===== config.mk =====
export PLATFORM = sky130hd
export DESIGN_NAME = sample_pos_scheduler
export DESIGN_NICKNAME = d
export VERILOG_FILES = /design/src/rtl/sample_pos_pkg.sv /design/src/rtl/sample_pos_scheduler.sv
export SDC_FILE = /design/constraint.sdc
export NUM_CORES = 1
export LEC_CHECK = 0
export CORE_AREA = 2 2 81 161
export DETAILED_ROUTE_END_ITERATION = 10
export DIE_AREA = 0 0 83 163
export DONT_BUFFER_PORTS = 1
export PLACE_DENSITY = 0.59
export SLEW_MARGIN = 15
export SYNTH_ARGS = -nofsm -noshare
export SYNTH_HDL_FRONTEND = slang
export SYNTH_SLANG_ARGS = --single-unit

===== constraint.sdc =====
create_clock -name clk -period 3.8 [get_ports clk]
set_clock_uncertainty 0.15 [all_clocks]
set_input_delay 0.95 -clock clk [delete_from_list [all_inputs] [get_ports clk]]
set_output_delay 0.95 -clock clk [all_outputs]
set_load 0.01 [all_outputs]

===== src/rtl/sample_pos_pkg.sv =====
// sample_pos_pkg: shared definitions for the harmonic sample-position scheduler.
//   - FSM state encoding (CLEAR / IDLE / ACCESS / OUT) and its enum type
//   - NYQUIST_THRESH: accumulated increment at/above which a frame stops early
//   - CLEAR_LAST: last RAM address written by the post-reset clear sweep
// NYQUIST_THRESH and CLEAR_LAST describe the default 8-bit address / 16-bit data build.
package sample_pos_pkg;

  localparam logic [1:0] CLEAR  = 2'd0;
  localparam logic [1:0] IDLE   = 2'd1;
  localparam logic [1:0] ACCESS = 2'd2;
  localparam logic [1:0] OUT    = 2'd3;

  typedef enum logic [1:0] {
    S_CLEAR  = CLEAR,
    S_IDLE   = IDLE,
    S_ACCESS = ACCESS,
    S_OUT    = OUT
  } state_t;

  localparam logic [16:0] NYQUIST_THRESH = 17'h08000;
  localparam logic [7:0]  CLEAR_LAST     = 8'hFF;

endpackage


===== src/rtl/sample_pos_scheduler.sv =====
// sample_pos_scheduler: per-audio-sample sequencer for the harmonic position RAM.
// After reset it sweeps the RAM to zero, then on every accepted sample_start walks
// harmonics 0..n-1: reads the stored position, hands it to the sine stage over a
// valid/ready port and writes back position + (h+1)*freq_inc. Stops early once the
// harmonic increment reaches Nyquist.
//
// Optional feature: define HARD_SYNC_EN to add the hard_sync input. A pulse arms a
// sticky request; the next accepted frame then restarts every phase at zero.
//
// Ports:
//   clk, reset            clock, synchronous active-high reset
//   sample_start          frame start pulse (ignored + overrun when not idle)
//   freq_inc              fundamental phase increment (latched at start)
//   harmonic_count        harmonics per frame (latched at start, 0 = none)
//   ram_addr/din/we       RAM write side; ram_addr also drives the async read
//   ram_dout              RAM async read data
//   pos_data/harmonic     pre-increment position and its harmonic index
//   pos_valid/pos_ready   output handshake
//   busy                  high while clearing or inside a frame
//   frame_done            one-cycle pulse after the frame ends
//   overrun               same-cycle pulse for a rejected sample_start
//   hard_sync             (HARD_SYNC_EN) oscillator sync request
module sample_pos_scheduler
  import sample_pos_pkg::*;
#(
  parameter int ADDR_WIDTH = 8,
  parameter int DATA_WIDTH = 16
) (
  input  logic                  clk,
  input  logic                  reset,
`ifdef HARD_SYNC_EN
  input  logic                  hard_sync,
`endif
  input  logic                  sample_start,
  input  logic [DATA_WIDTH-1:0] freq_inc,
  input  logic [ADDR_WIDTH-1:0] harmonic_count,
  output logic [ADDR_WIDTH-1:0] ram_addr,
  output logic [DATA_WIDTH-1:0] ram_din,
  output logic                  ram_we,
  input  logic [DATA_WIDTH-1:0] ram_dout,
  output logic [DATA_WIDTH-1:0] pos_data,
  output logic [ADDR_WIDTH-1:0] pos_harmonic,
  output logic                  pos_valid,
  input  logic                  pos_ready,
  output logic                  busy,
  output logic                  frame_done,
  output logic                  overrun
);

  // Generic forms of the package constants; identical at the default widths.
  localparam logic [ADDR_WIDTH-1:0] H_LAST = '1;
  localparam logic [DATA_WIDTH:0]   NYQ    = {2'b01, {(DATA_WIDTH-1){1'b0}}};

  state_t                  state;
  logic [ADDR_WIDTH-1:0]   h;
  logic [ADDR_WIDTH-1:0]   n;
  logic [DATA_WIDTH-1:0]   inc;
  logic [DATA_WIDTH:0]     acc;   // (h+1)*inc; one spare bit so the Nyquist test can't alias
  logic                    sync_on;

  logic busy_st, start_ok, at_nyq, last_h;

  assign busy_st = (state != S_IDLE);
  // The frame_done cycle still counts as the tail of the previous frame.
  assign start_ok = sample_start && (state == S_IDLE) && !frame_done;
  assign at_nyq   = (acc >= NYQ);
  assign last_h   = (({1'b0, h} + (ADDR_WIDTH+1)'(1)) == {1'b0, n});

  // Write port and status are decoded from registered state; reset forces them
  // low so an aborted frame cannot write in the reset cycle.
  assign ram_addr = reset ? '0 : h;
  assign ram_we   = !reset && ((state == S_CLEAR) || ((state == S_ACCESS) && !at_nyq));
  assign busy     = !reset && busy_st;
  assign overrun  = !reset && sample_start && (busy_st || frame_done);

  always_comb begin
    ram_din = '0;
    if (!reset && state == S_ACCESS)
      ram_din = sync_on ? acc[DATA_WIDTH-1:0] : ram_dout + acc[DATA_WIDTH-1:0];
  end

`ifdef HARD_SYNC_EN
  logic sync_pend;
  logic sync_flag;

  // A sync pulse landing on the consuming start re-arms the request for the next frame.
  always_ff @(posedge clk) begin
    if (reset) begin
      sync_pend <= 1'b0;
      sync_flag <= 1'b0;
    end else if (start_ok) begin
      sync_flag <= sync_pend;
      sync_pend <= hard_sync;
    end else if (hard_sync) begin
      sync_pend <= 1'b1;
    end
  end

  assign sync_on = sync_flag;
`else
  assign sync_on = 1'b0;
`endif

  always_ff @(posedge clk) begin
    if (reset) begin
      state        <= S_CLEAR;
      h            <= '0;
      n            <= '0;
      inc          <= '0;
      acc          <= '0;
      pos_data     <= '0;
      pos_harmonic <= '0;
      pos_valid    <= 1'b0;
      frame_done   <= 1'b0;
    end else begin
      frame_done <= 1'b0;
      case (state)
        S_CLEAR: begin
          h <= h + 1'b1;  // wraps to 0 on the last address
          if (h == H_LAST) state <= S_IDLE;
        end
        S_IDLE: begin
          if (start_ok) begin
            inc <= freq_inc;
            n   <= harmonic_count;
            acc <= {1'b0, freq_inc};
            h   <= '0;
            if (harmonic_count == '0) frame_done <= 1'b1;
            else                      state      <= S_ACCESS;
          end
        end
        S_ACCESS: begin
          if (at_nyq) begin
            frame_done <= 1'b1;
            state      <= S_IDLE;
          end else begin
            pos_data     <= sync_on ? '0 : ram_dout;
            pos_harmonic <= h;
            pos_valid    <= 1'b1;
            state        <= S_OUT;
          end
        end
        S_OUT: begin
          // pos_valid is always set here, so pos_ready alone completes the handshake.
          if (pos_ready) begin
            pos_valid <= 1'b0;
            h         <= h + 1'b1;
            acc       <= acc + {1'b0, inc};
            if (last_h) begin
              frame_done <= 1'b1;
              state      <= S_IDLE;
            end else begin
              state <= S_ACCESS;
            end
          end
        end
        default: state <= S_CLEAR;
      endcase
    end
  end

endmodule


==> flow_summary.json, run 1 <==
{
  "critPathMaxStageDelay_ns": 0.34,
  "timing.max_cap.violations": 0,
  "synthesis.instances": 643,
  "syn_area_per_cell_sq_um": 7.50,
  "netSwitchingPower_uw": 984,
  "synth_top_area_frac": 0.320,
  "initial_utilization": 0.388,
  "route.detailed.drc": 0,
  "setup_slack_ns": 0.0925,
  "async_flop_share": 0,
  "synth_area_leader_cell": "dfxtp_1",
  "cts_buffer_depth": 2,
  "cts_root_buffer": "clkbuf_16",
  "first_pass_iters": 4,
  "ys_seq_area_frac": 0.320,
  "dp_cells": 774,
  "combPwrFrac": 0.292,
  "synth-edff-count": 0,
  "clkPwrFrac": 0.311,
  "grt_max_degree": 82,
  "criticalPathCategory": "in -> out",
  "outcome": "completed",
  "power.density_nw_per_um2": 500,
  "finalPower_uw": 2660,
  "grt_overflow_total": 0,
  "syn2layout_area_growth_pct": 10.1,
  "netlist_area_sq_um": 4820,
  "vias": 4336,
  "drt-total-wl_mm": 13.0,
  "synth.area.top_cells": "dfxtp_1 32%, nand2_1 11%, a21oi_1 8.9%",
  "crit-reg2reg-launch": "acc[0]",
  "clkLatencyLatePin_ns": 0.34,
  "min_to": "inc[13]",
  "path_cells": "ha_4, fa_2, a211oi_2, o21bai_1, a41oi_2, o211ai_1, nand2_1, mux2_4",
  "die_w_um": 83,
  "htreeDepth": 3,
  "critPathBufInv": 0,
  "synth_fp_nets": 721,
  "crit_slowest_cell": "fa_2",
  "cp-end-kind": "primary output",
  "cp_max_fo": 2,
  "port-buffer-count": 0,
  "synth-seq-cells": 77,
  "r2r-end": "acc[16]",
  "path_delay_family": "compound AO/OA/AOI/OAI gates",
  "fmax_mhz": 270,
  "hpwl_mm": 9.48,
  "critPathLaunchType": "input port",
  "antenna_left": 0,
  "rr_worst_depth": 8,
  "antenna_found_initial": 0,
  "die_h_um": 163,
  "required_ns": 2.70,
  "final_hold_viol_count": 0,
  "finalSetupViolations": 0,
  "internal_power_uw": 1670,
  "relSlewSlack": 0.298,
  "hold_buffers": 0,
  "detail_route.wl_per_cell_um": 16.4,
  "diodes": 0,
  "stdcell_count": 791,
  "cts_tree": "built",
  "peakVddDrop_mv": 0.254,
  "period_minus_slack_ns": 3.71,
  "track_usage": 0.194,
  "clkSlewWorstSetupHoldPaths_ns": 0.06,
  "switching_share": 0.370,
  "drt-initial-drc-count": 213,
  "netlist-cell-type-count": 59,
  "finalCritPeriodShare": 0.976,
  "rsz0062_at_grt": "no",
  "grt_pass1_wl_mm": 21.3,
  "finalMaxSlewViolations": 0,
  "cts.sinks": 77,
  "rrSetupSlack_ns": 1.01,
  "gp_congestion": 0.878,
  "tightest_slew_ns": 1.05,
  "grt_pass1_vias": 4191,
  "rows": 58,
  "ys.warnings.count": 0,
  "via_per_inst": 5.48,
  "min_delay_path_depth": 2,
  "seq_power_share": 0.397,
  "p_leak_uw": 0.00201,
  "hp-class": "reg -> reg",
  "hp-start": "inc[13]",
  "cts_inserted_buffers": 9,
  "drive_gt1_frac": 0.0718,
  "die-area_sq_um": 13500,
  "arrival_ns": 2.61,
  "coreArea_sq_um": 12400,
  "ys.flop_type": "dfxtp_1",
  "io_pins": 97,
  "final_util": 0.428,
  "nets": 714,
  "post-place-ws_ns": -0.0721
}
[power by group through the flow]
stage	combinational [uW]	sequential (uW)	clock, uW
3_3_place_gp	762	1070	0
2_1_floorplan	619	1030	0
5_1_grt	887	1070	886
4_1_cts	783	1060	856
6_report	776	1060	825
3_5_place_dp	773	1080	0
[cell usage in the layout, fill, tap and decap left out, drive strengths merged, types with 5 or more instances in the layout]
cell type,instances
a211oi,8
a21o,7
a21oi,86
a221oi,5
and2,6
and3,5
buf,18
clkbuf,9
dfxtp,77
ha,32
inv,15
nand2,140
nand2b,5
nand3,13
nor2,44
nor2b,10
nor3,10
nor4,5
o211ai,9
o21a,5
o21ai,32
o21bai,6
o41ai,5
xnor2,18
xor2,14
[metal layers]
layer	routed length [um]	up-vias	track usage
li1	-	2262	-
met1	5730	1981	0.237
met2	6510	81	0.344
met3	574	12	0.0416
met4	158	0	0.0522
met5	0	-	0
[synthesized netlist by cell type, types with 3 or more instances]
cell	n
o41ai_1	5
and2_1	6
clkbuf_1	28
o31ai_1	3
nor3_1	10
nand2b_1	5
o211ai_1	9
ha_1	32
a311oi_1	3
inv_1	12
o221ai_1	4
o21ai_0	31
or3_1	4
o21a_1	5
o21bai_1	6
a21o_1	7
a221oi_1	5
o22ai_1	3
mux2i_1	3
nand3_1	13
a211oi_1	8
nor4_1	5
a31oi_1	4
and3_1	5
nand2_1	140
nor2_1	44
dfxtp_1	77
a21oi_1	86
nor2b_1	10
xor2_1	14
xnor2_1	18
[timing repair]
action	in CTS	in global routing
buffers inserted	1	0
setup endpoints to repair	3	3
resized for setup	4	1
pin swaps	6	6
[sequential cells by signal (all words and copies together) (netlist names)]
signal / count
inc: 16
pos_harmonic: 8
pos_data: 16
n: 8
h: 8
acc: 17
state: 2
pos_valid: 1
frame_done: 1
[final cells by class]
class | count | area, sq um
Timing Repair Buffer | 18 | 135
Clock inverter | 7 | 58.8
Tap cell | 150 | 188
Inverter | 13 | 48.8
Multi-Input combinational cell | 517 | 3110
Clock buffer | 9 | 225
Sequential cell | 77 | 1540
Fill cell | 1331 | 7100
[kinds of logic after synthesis]
kind of cell,count (synthesis),synth area share
flops,77,0.320
simple gates,251,0.226
buf+inv,49,0.0436
mux,4,0.00856
compound gates,196,0.253
xor+xnor,32,0.0581
fa+ha+maj,34,0.0914
[worst max path at each step]
stage	start	to	slack [ns]	cells after the start
floorplan	ram_dout[0]	ram_din[14]	0.03	8
global placement	ram_dout[0]	ram_din[14]	-0.07	8
detailed placement	ram_dout[0]	ram_din[14]	-0.07	8
CTS	ram_dout[0]	ram_din[14]	0.003	8
global route	ram_dout[1]	ram_din[13]	0.0008	8
finish	ram_dout[0]	ram_din[14]	0.09	8
[worst min-delay path: stages (launching register included)]
cell and delay, ns:
dfxtp_1 0.31, nand2_1 0.05, a21oi_1 0.05
[through the flow]
| step | instance area [sq um] | hold WS (ns) | TNS (ns) |
|---|---|---|---|
| after floorplan | 4830 | 0.291 | 0 |
| after global placement | 4990 | 0.292 | -0.113 |
| after detailed placement | 4990 | 0.297 | -0.110 |
| after CTS | 5310 | 0.306 | 0 |
| after global routing | 5310 | 0.321 | 0 |
| final | 5310 | 0.308 | 0 |
Power figures use the tool's default switching activity.
==> inputs of run 2 (changes only) <==
- clock period: 3.8 -> 3.1 ns (I/O delays scaled with it)
==> flow_summary.json, run 2 (same netlist as run 1, synthesis figures left out) <==
{
  "grt_overflow_total": 0,
  "antenna_left": 0,
  "die_h_um": 163,
  "relSlewSlack": 0.598,
  "timing.max_cap.violations": 0,
  "cp_max_fo": 2,
  "grt_pass1_vias": 4340,
  "hp-class": "reg -> reg",
  "min_to": "n[0]",
  "power.density_nw_per_um2": 611,
  "dp_cells": 788,
  "holdWs_ns": 0.312,
  "stdcell_area_sq_um": 5500,
  "grtUsageMet1": 0.228,
  "drt-total-wl_mm": 13.0,
  "htreeDepth": 3,
  "io_pins": 97,
  "route.detailed.drc": 0,
  "period_minus_slack_ns": 3.31,
  "cts_inserted_buffers": 9,
  "grt_max_degree": 82,
  "final_cell_mix": "140 x nand2_1, 86 x a21oi_1, 76 x dfxtp_1, 37 x nor2_1, 33 x buf_4",
  "nets": 730,
  "grt_pass1_wl_mm": 21.5,
  "criticalPathCategory": "in -> out",
  "setup_slack_ns": -0.215,
  "gp_congestion": 0.857,
  "first_pass_iters": 4,
  "use_met3": 0.0471,
  "clkLatencyLatePin_ns": 0.33,
  "finalMaxSlewViolations": 0,
  "port-buffer-count": 0,
  "use_met2": 0.342,
  "final_hold_viol_count": 0,
  "initial_utilization": 0.388,
  "clkSlewWorstSetupHoldPaths_ns": 0.06,
  "diodes": 0,
  "rsz0062_at_grt": "yes",
  "crit-reg2reg-launch": "acc[0]",
  "outcome": "complete, but fails checks",
  "r2r-end": "acc[16]",
  "final_util": 0.443,
  "critPathLaunchType": "input port",
  "min_delay_path_depth": 2,
  "finalCritPeriodShare": 1.07,
  "rows": 58,
  "hpwl_mm": 9.81,
  "hold_buffers": 0,
  "layout_commonest_cell": "nand2_1",
  "die_w_um": 83,
  "vias": 4430,
  "drive_gt1_frac": 0.114,
  "finalSetupViolations": 7,
  "regMostFlops": "acc",
  "drt-initial-drc-count": 227,
  "die-area_sq_um": 13500,
  "syn2layout_area_growth_pct": 14.0,
  "stdcell_count": 807,
  "coreArea_sq_um": 12400,
  "post-place-ws_ns": -0.275,
  "tightest_slew_ns": 0.597,
  "hp-start": "n[0]",
  "cts_root_buffer": "clkbuf_16",
  "violations": "negative setup slack",
  "largestRegisters": "acc (17), inc (16), pos_data (16)",
  "cts_buffer_depth": 2,
  "detail_route.wl_per_cell_um": 16.0,
  "via_per_inst": 5.49,
  "rrSetupSlack_ns": 0.34,
  "antenna_found_initial": 0,
  "peakVddDrop_mv": 0.430,
  "cts.sinks": 77,
  "cts_tree": "built",
  "dpl_cell_area_sq_um": 5120,
  "busiest_layer": "met2",
  "largest_reg_flops": 17,
  "arrival_ns": 2.39,
  "rr_worst_depth": 8,
  "p_leak_uw": 0.00210,
  "fmax_mhz": 302,
  "cp-end-kind": "primary output",
  "fill_cells": 1288,
  "track_usage": 0.195,
  "required_ns": 2.17
}
-- run 2: changes by cell type in the layout (fill, tap and decap cells not counted), moves of 2 or more --
cell        previous run  this run
inv_6                  3         0
nor2_2                 1         7
buf_4                 18        33
o21ai_0               31        29
nor2_1                43        37
o21ai_2                0         2
clkinvlp_4             2         5
-- run 2: stage by stage --
| stage | TNS [ns] | total power (uW) |
|---|---|---|
| floorplan | -0.168 | 2020 |
| global route | -1.93 | 3590 |
| finish | -0.936 | 3360 |
| global placement | -1.08 | 2300 |
| CTS | -0.873 | 3410 |
| detailed placement | -1.08 | 2320 |
-- run 2: routing by layer --
| metal | share of wire | vias to the layer above |
|---|---|---|
| li1 | - | 2288 |
| met1 | 0.42 | 2018 |
| met2 | 0.50 | 103 |
| met3 | 0.052 | 21 |
| met4 | 0.025 | 0 |
| met5 | 0 | - |
-- run 2: critical path, cell delays in order --
cell and delay [ns]:
ha_4 0.15, fa_2 0.35, a211oi_2 0.25, o21bai_2 0.13, a41oi_2 0.19, o211ai_1 0.13
nand2_1 0.10, mux2_4 0.32
-- run 2: worst max path at each step --
stage,from,cells past startpoint,slack [ns],endpoint
floorplan,ram_dout[0],8,-0.13,ram_din[14]
global placement,ram_dout[0],8,-0.28,ram_din[14]
detailed placement,ram_dout[0],8,-0.28,ram_din[14]
CTS,ram_dout[0],9,-0.21,ram_din[12]
global route,ram_dout[0],8,-0.29,ram_din[14]
finish,ram_dout[0],8,-0.21,ram_din[14]
-- run 2: layout make-up --
type / instances / area (sq um) / area share
Clock inverter: 7 / 76.3 / 0.0139
Tap cell: 150 / 188 / 0.0341
Clock buffer: 9 / 225 / 0.0410
Inverter: 13 / 48.8 / 0.00888
Sequential cell: 77 / 1540 / 0.281
Multi-Input combinational cell: 517 / 3160 / 0.574
Timing Repair Buffer: 34 / 259 / 0.0471
-- run 2: where the power goes --
group          internal (uW)  switching [uW]
Sequential              1130             164
Clock                    624             421
Combinational            418             603
-- run 2: what timing repair did --
action / in CTS / in global routing
resized for setup: 12 / 4
pin swaps: 6 / 1
endpoints found under the hold margin: 0 / 0
setup buffers: 4 / 0
endpoints found under the setup margin: 10 / 11
